**src/rtl/sram_rr_arbiter_pkg.sv**
```systemverilog
// sram_arb_pkg: shared FSM state type and width helper for the SRAM round-robin arbiter
package sram_arb_pkg;
  typedef enum logic {IDLE, LOCK} arb_state_e;
  function automatic int clog2(input int v);
    int r;
    r = 0;
    while ((1 << r) < v) r++;
    return (r == 0) ? 1 : r;
  endfunction
endpackage

```
**src/rtl/sram_rr_arbiter_rr_pick.sv**
```systemverilog
// rr_pick: combinational find-first set request at or after ptr, wrapping; req in, one-hot gnt and index id out
module rr_pick #(
  parameter int N  = 4,
  parameter int IW = 2
) (
  input  logic [N-1:0]  req,
  input  logic [IW-1:0] ptr,
  output logic [N-1:0]  gnt,
  output logic [IW-1:0] id
);
  always_comb begin
    gnt = '0;
    id  = '0;
    for (int k = N - 1; k >= 0; k--) begin
      if (req[(int'(ptr) + k) % N]) begin
        gnt = N'(1) << ((int'(ptr) + k) % N);
        id  = IW'((int'(ptr) + k) % N);
      end
    end
  end
endmodule

```
**src/rtl/sram_rr_arbiter.sv**
```systemverilog
// sram_rr_arbiter: round-robin share of one 1-cycle-read SRAM with MAX_BURST-bounded burst lock; req_* beats in, sram_* drive out, rsp_* read return
module sram_rr_arbiter
  import sram_arb_pkg::*;
#(
  parameter int NUM_REQ        = 4,
  parameter int SRAM_DEPTH_BIT = 10,
  parameter int SRAM_WIDTH     = 64,
  parameter int MAX_BURST      = 16
) (
  input  logic                               clk,
  input  logic                               rst,
  input  logic [NUM_REQ-1:0]                 req_valid,
  output logic [NUM_REQ-1:0]                 req_ready,
  input  logic [NUM_REQ-1:0]                 req_we,
  input  logic [NUM_REQ-1:0]                 req_last,
  input  logic [NUM_REQ*SRAM_DEPTH_BIT-1:0]  req_addr,
  input  logic [NUM_REQ*SRAM_WIDTH-1:0]      req_wdata,
  output logic [NUM_REQ-1:0]                 rsp_valid,
  output logic [SRAM_WIDTH-1:0]              rsp_data,
  output logic                               sram_read_en,
  output logic                               sram_write_en,
  output logic [SRAM_DEPTH_BIT-1:0]          sram_addr,
  output logic [SRAM_WIDTH-1:0]              sram_data_in,
  input  logic [SRAM_WIDTH-1:0]              sram_data_out
);
  localparam int IW = clog2(NUM_REQ);
  localparam int CW = clog2(MAX_BURST + 1);
  arb_state_e state, state_nxt;
  logic [IW-1:0] owner, owner_nxt, rr_ptr, ptr_nxt, ptr_inc, pick_id, gid, rsp_id;
  logic [CW-1:0] beat_cnt, cnt_nxt, cnt_inc;
  logic [NUM_REQ-1:0] pick_gnt;
  logic xfer, we, last, rel, rsp_pend;
  rr_pick #(.N(NUM_REQ), .IW(IW)) u_pick (
    .req(req_valid),
    .ptr(rr_ptr),
    .gnt(pick_gnt),
    .id(pick_id)
  );
  always_comb begin
    gid           = state == LOCK ? owner : pick_id;
    req_ready     = rst ? '0 : state == LOCK ? NUM_REQ'(req_valid[owner]) << owner : pick_gnt;
    xfer          = |(req_valid & req_ready);
    we            = req_we[gid];
    last          = req_last[gid];
    sram_write_en = xfer & we;
    sram_read_en  = xfer & ~we;
    sram_addr     = xfer ? req_addr[int'(gid)*SRAM_DEPTH_BIT +: SRAM_DEPTH_BIT] : '0;
    sram_data_in  = xfer ? req_wdata[int'(gid)*SRAM_WIDTH +: SRAM_WIDTH] : '0;
    cnt_inc       = (state == LOCK ? beat_cnt : '0) + CW'(1);
    rel           = last || cnt_inc == CW'(MAX_BURST);
    ptr_inc       = gid == IW'(NUM_REQ - 1) ? '0 : gid + IW'(1);
    state_nxt     = xfer ? (rel ? IDLE : LOCK) : state;
    owner_nxt     = xfer ? gid : owner;
    ptr_nxt       = xfer && rel ? ptr_inc : rr_ptr;
    cnt_nxt       = xfer ? (rel ? '0 : cnt_inc) : beat_cnt;
    rsp_valid     = rsp_pend && !rst ? NUM_REQ'(1) << rsp_id : '0;
    rsp_data      = rst ? '0 : sram_data_out;
  end
  always_ff @(posedge clk) begin
    if (rst) begin
      state    <= IDLE;
      owner    <= '0;
      rr_ptr   <= '0;
      beat_cnt <= '0;
      rsp_pend <= 1'b0;
      rsp_id   <= '0;
    end else begin
      state    <= state_nxt;
      owner    <= owner_nxt;
      rr_ptr   <= ptr_nxt;
      beat_cnt <= cnt_nxt;
      rsp_pend <= sram_read_en;
      rsp_id   <= gid;
    end
  end
endmodule

```
**config.mk**
```make
export PLATFORM = sky130hd
export DESIGN_NAME = sram_rr_arbiter
export DESIGN_NICKNAME = d
export VERILOG_FILES = /design/src/rtl/sram_rr_arbiter_pkg.sv /design/src/rtl/sram_rr_arbiter_rr_pick.sv /design/src/rtl/sram_rr_arbiter.sv
export SDC_FILE = /design/constraint.sdc
export NUM_CORES = 1
export LEC_CHECK = 0
export BUFFER_PORTS_ARGS = -buffer_cell sky130_fd_sc_hd__buf_2
export CAP_MARGIN = 20
export CORE_AREA = 4 4 202 204
export CTS_CLUSTER_SIZE = 16
export DETAILED_ROUTE_END_ITERATION = 10
export DIE_AREA = 0 0 206 208
export GPL_TIMING_DRIVEN = 0
export PLACE_DENSITY = 0.46
export SKIP_CTS_REPAIR_TIMING = 1
export SLEW_MARGIN = 20
export SYNTH_ARGS = -nofsm -noshare
export SYNTH_HDL_FRONTEND = slang
export SYNTH_SLANG_ARGS = --single-unit
```
**constraint.sdc**
```tcl
create_clock -name clk -period 3.7 [get_ports clk]
set_clock_uncertainty 0.2 [all_clocks]
set_input_delay 0.555 -clock clk [delete_from_list [all_inputs] [get_ports clk]]
set_output_delay 0.555 -clock clk [all_outputs]
set_load 0.005 [all_outputs]
```
[Word-level counts from Yosys, hierarchy flattened]
Index checks and enable logic that the tools add are counted.
Storage, ports and cells
  register bits: 13
  input port bits: 374
  output and inout bits: 148
  word-level logic and storage cells: 79
Operators by class
  add/subtract/negate cells: 5
  multipliers: 1
  $lt $le $gt $ge: 6
  equal/unequal tests: 2
  shift operators: 8
  mux-type cells: 36
  bitwise gates (word level): 7
  reductions and logical operators: 8
Operators with widths (count)
  $shiftx A256 B9 Y64: 1
  $mux W64: 2
  $shl A1 B32 Y4 const A: 3
  $shiftx A40 B7 Y10: 1
  $mux W4: 7
  $bmux W1 S2: 7
  $lt A3 B4 Y1 const B: 3
  $mux W2: 6
  $mux W1: 11
  $mux W10: 1
  $mux W5: 2
  $lt A2 B3 Y1 const B: 3
  $shl A1 B2 Y4 const A: 2
  $reduce_or A2 Y1: 3
  $add A5 B1 Y5 const B: 1
  $eq A5 B5 Y1 const B: 1
  $mul A2 B3 Y5 const B: 1
  $add A2 B1 Y2 const B: 2
  $add A2 B2 Y2 const B: 2
  $and A4 B4 Y4: 1
  $reduce_or A4 Y1: 1
  $shl A1 B2 Y4: 1
  $and A1 B1 Y1 const A: 3
  $and A1 B1 Y1: 2
  other kinds (5): 6

[Logic depth before layout (Yosys ltp)]
  word-level depth: 15
  depth in mapped cells: 13
  mapped depth without buffers: 10

[By module]
Synthesis repeated with hierarchy kept, for this count alone.
Second synthesis, totals
  cell total of the unflattened synthesis: 419
  area total of the unflattened synthesis: 4175.3 um^2
Modules (own cells, without submodules)
  sram_rr_arbiter: instances 1, cells each 359, area each 3684.8 um^2
  rr_pick: instances 1, cells each 60, area each 490.5 um^2

[Least setup slack after synthesis]
No wires, ideal clock.
  path type: reg-to-output
  start point: register rr_ptr[1]
  end point: output port sram_data_in[44]
  data arrival time: 2.984 ns
  required time: 2.945 ns
  setup slack: -0.039 ns
  cell stages (with the launch flop): 12
  buffers on the path: 4
  path through: dfxtp_1 -> buf_2 -> inv_1 -> ha_1 -> buf_2 -> mux2i_1 -> a211oi_1 -> or2_2 -> o31ai_4 -> buf_4 -> clkbuf_1 -> a211oi_2
On the way
  longest elaborated chain between the ends: 13
Ends and longest elaborated chain
  start, declared: line sram_rr_arbiter.sv:29  | logic [IW-1:0] owner, owner_nxt, rr_ptr, ptr_nxt, ptr_inc, pick_id, gid, rsp_id;
  start signal, assigned: line sram_rr_arbiter.sv:70  | rr_ptr <= ptr_nxt;
  parallel branches: the longest is 12 deep, another holds $add A2 B2 Y2
  $mux W64 (*): line sram_rr_arbiter.sv:48  | sram_data_in = xfer ? req_wdata[int'(gid)*SRAM_WIDTH +: SRAM_WIDTH] : '0;
  end, declared: line sram_rr_arbiter.sv:23  | output logic [SRAM_WIDTH-1:0] sram_data_in,
Every way passes the cells marked *. The select of a mux whose other input is x is not followed.

[Final worst setup path]
  start point: register rr_ptr[1]
  end point: output port sram_data_in[14]
Same word-level chain as after synthesis.

==> run_results.csv <==
group,metric,value,unit
timing,hold_viol_final,0,
logic_synthesis,synthDominantCellAreaShare,0.173,
setup_path,reg2regPathDepth,11,
detailed_routing,highest_layer,"met4",
die,io_pins,522,
global_routing,globalRouteOverflowTotal,0,
placed_design,globalplace.congestion,0.942,
global_routing,grt_usage,0.138,
cts,ctsHtreeMaxLevel,1,
logic_synthesis,ys_top_cells_by_count,"a211oi_1, mux2i_1, and2_1, nor2b_1, a211oi_2",
worst_hold_path,hold_start,"beat_cnt[0]",
logic_synthesis,synth_cell_types,56,
detailed_routing,drt_iter0_drc,270,
placed_design,post-dp-hpwl,27200,um
logic_synthesis,synthFlopType,"dfxtp_1",
global_routing,grt_pass1_wl,45300,um
logic_synthesis,synth_most_common_cell,"a211oi_1",
die,dieHeight,208,um
detailed_routing,dr_wl_met2,16900,um
timing,fin_ws,-0.416,ns
setup_path,crit_chain,"buf_8, clkinvlp_4, ha_4, mux4_2, a211oi_2, o31ai_1, a211o_1, and4_4, buf_12, buf_6, a211oi_4, buf_2",
setup_path,arrival,3.36,ns
cells_and_area,layout-drive-gt1-share,0.638,
flow_run,maxCapViolations,0,
worst_hold_path,hp-class,"reg2reg",
logic_synthesis,syn_area,4930,sq um
pwr,power_density,867,nW/um^2
logic_synthesis,synth_cells,629,
detailed_routing,vias_per_cell,4.27,
timing,fmax,243,MHz
die,die_w,206,um
setup_path,r2r_end,"rr_ptr[1]",
timing,hold_ws,0.296,ns
detailed_routing,drc_errors,0,
setup_path,worst-setup-path-type,"reg2out",
run_status,status,"complete, but fails checks",
cts,cts_made_buffers,3,
cts,clockRootBuffer,"clkbuf_16",
placed_design,dpl_cell_area,8200,sq um
setup_path,r2r_slack,0.21,ns
run_status,violations,"negative setup slack",
logic_synthesis,async_flop_share,0,
setup_path,worstSetupStartpointType,"flip-flop",
cells_and_area,finalInstanceArea,9110,sq um
timing,worstMarginPinSlew,0.627,ns
setup_path,crit_start,"rr_ptr[1]",
timing,setup_violations,76,
logic_synthesis,ys_seq_area_frac,0.0528,
cts,insertion_delay,0.25,ns
placed_design,numPortBuffers,521,
timing,finalCritPeriodShare,1.11,
setup_path,worstReg2RegStart,"rr_ptr[1]",
logic_synthesis,syn_nets,1013,
detailed_routing,drt_first_pass_iters,5,
die,core.rowCount,73,
timing,post-route-min-period,4.12,ns
detailed_routing,dr_wl_met3,2440,um
cts,cts_tree,"done",
global_routing,grt_start_max_net_pins,12,
logic_synthesis,postSynthAreaPerCell,7.84,sq um
cells_and_area,layout.nets,1556,
detailed_routing,wl_per_cell,19.3,um
die,start_util,0.126,
die,core_area,39300,sq um
timing,relSlewSlack,0.582,
pwr,leakagePower,0.00410,uW
setup_path,crit_path_end,"sram_data_in[14]",
setup_path,cp_slowest_stage_delay,0.61,ns
die,design.die.area,42800,sq um
setup_path,cp_max_fo,10,
timing,rsz0062_at_grt,"true",
global_routing,grt_pass1_vias,7409,
cells_and_area,syn_to_final_growth,84.8,%
global_routing,antenna_found_initial,1,
timing,drv_slew,0,
detailed_routing,drtAntennaViolNets,0,
setup_path,slowest_stage,"mux4_2",
detailed_routing,route.vias.total,7244,
cts,cts.sinks,13,
setup_path,cp-end-kind,"primary output",
pwr,vdd_drop_max,0.320,mV
logic_synthesis,synth_edf_count,0,
logic_synthesis,synthTopCellsByArea,"mux2i_1, a211oi_1, a211oi_2",
setup_path,crit_required,2.94,ns
logic_synthesis,yosys_warnings,0,
cts,path_clk_slew,0.05,ns
logic_synthesis,yosys_register_bits,13,
detailed_routing,postRouteWirelength,32700,um
logic_synthesis,yosys.area.top_type,"mux2i_1",
detailed_routing,wl_met1,12800,um
cts,clockBufferDepth,2,
placed cells by master (no fill, tap or decap), drive strengths merged, types with 3 or more instances in the layout:
cell	count
buf	577
a211oi	154
mux2i	85
and2	78
nor2b	69
clkbuf	34
nor2	20
nand2	17
dfxtp	13
a21oi	12
nand3	11
ha	10
nor3	7
inv	7
and3	7
o21ai	7
nand4	6
mux2	5
nor3b	5
mux4	4
o211ai	4
or2	3
a221oi	3
o31ai	3
a31oi	3
layer usage:
metal | GRT usage | vias up
met3 | 0.0212 | 22
li1 | - | 3446
met2 | 0.265 | 377
met4 | 0.0301 | 0
met1 | 0.158 | 3399
met5 | 0 | -
where the power goes:
part | internal, uW | switching (uW) | total [uW]
clock | 146 | 66.9 | 213
combinational | 3150 | 4310 | 7460
sequential | 188 | 42.0 | 230
cell type report:
| class | count | area, sq um |
|---|---|---|
| Antenna cell | 1 | 2.50 |
| Buffer | 67 | 553 |
| Clock buffer | 4 | 78.8 |
| Fill cell | 4431 | 30200 |
| Inverter | 9 | 52.6 |
| Multi-Input combinational cell | 538 | 4740 |
| Sequential cell | 13 | 268 |
| Tap cell | 525 | 657 |
| Timing Repair Buffer | 540 | 2760 |
worst min-delay path by stage:
stage | to | slack (ns) | cells after the start
3_3_place_gp | beat_cnt[1] | 0.27 | 2
6_report | beat_cnt[0] | 0.30 | 2
4_1_cts | beat_cnt[1] | 0.30 | 2
2_1_floorplan | beat_cnt[0] | 0.26 | 2
5_1_grt | beat_cnt[1] | 0.33 | 2
3_5_place_dp | beat_cnt[1] | 0.29 | 2
critical path, delay by kind of cell (launching register included):
kind | cells | cell delay (ns)
AOI/OAI and AO/OA | 4 | 0.85
and+or+nand+nor | 1 | 0.23
adders and majority gates | 1 | 0.31
muxes | 1 | 0.61
DFF | 1 | 0.37
buffers and inverters | 5 | 0.74
cells by family after synthesis:
logic type | Yosys count | share of synthesized area
and+or+nand+nor | 230 | 0.273
adders and majority gates | 10 | 0.0254
DFF | 13 | 0.0528
buffers and inverters | 78 | 0.0820
xor gates and xnor gates | 3 | 0.00533
AOI/OAI and AO/OA | 201 | 0.360
muxes | 94 | 0.202
through the flow:
step	TNS, ns	utilization	cells	setup slack, ns	power [uW]
2_1_floorplan	0	-	629	0.0317	4050
3_3_place_gp	-99.65	0.209	1675	-1.44	6510
3_5_place_dp	-99.51	0.209	1675	-1.47	6530
4_1_cts	-120.91	0.211	1679	-1.73	6770
5_1_grt	-32.19	0.232	1697	-0.502	8460
6_report	-23.18	0.232	1697	-0.416	7900
sequential cells by signal (all words and copies together) (netlist names):
register	flops
owner	2
state	1
rr_ptr	2
beat_cnt	5
rsp_pend	1
rsp_id	2
Note: power is estimated with default switching activity, not from simulation.
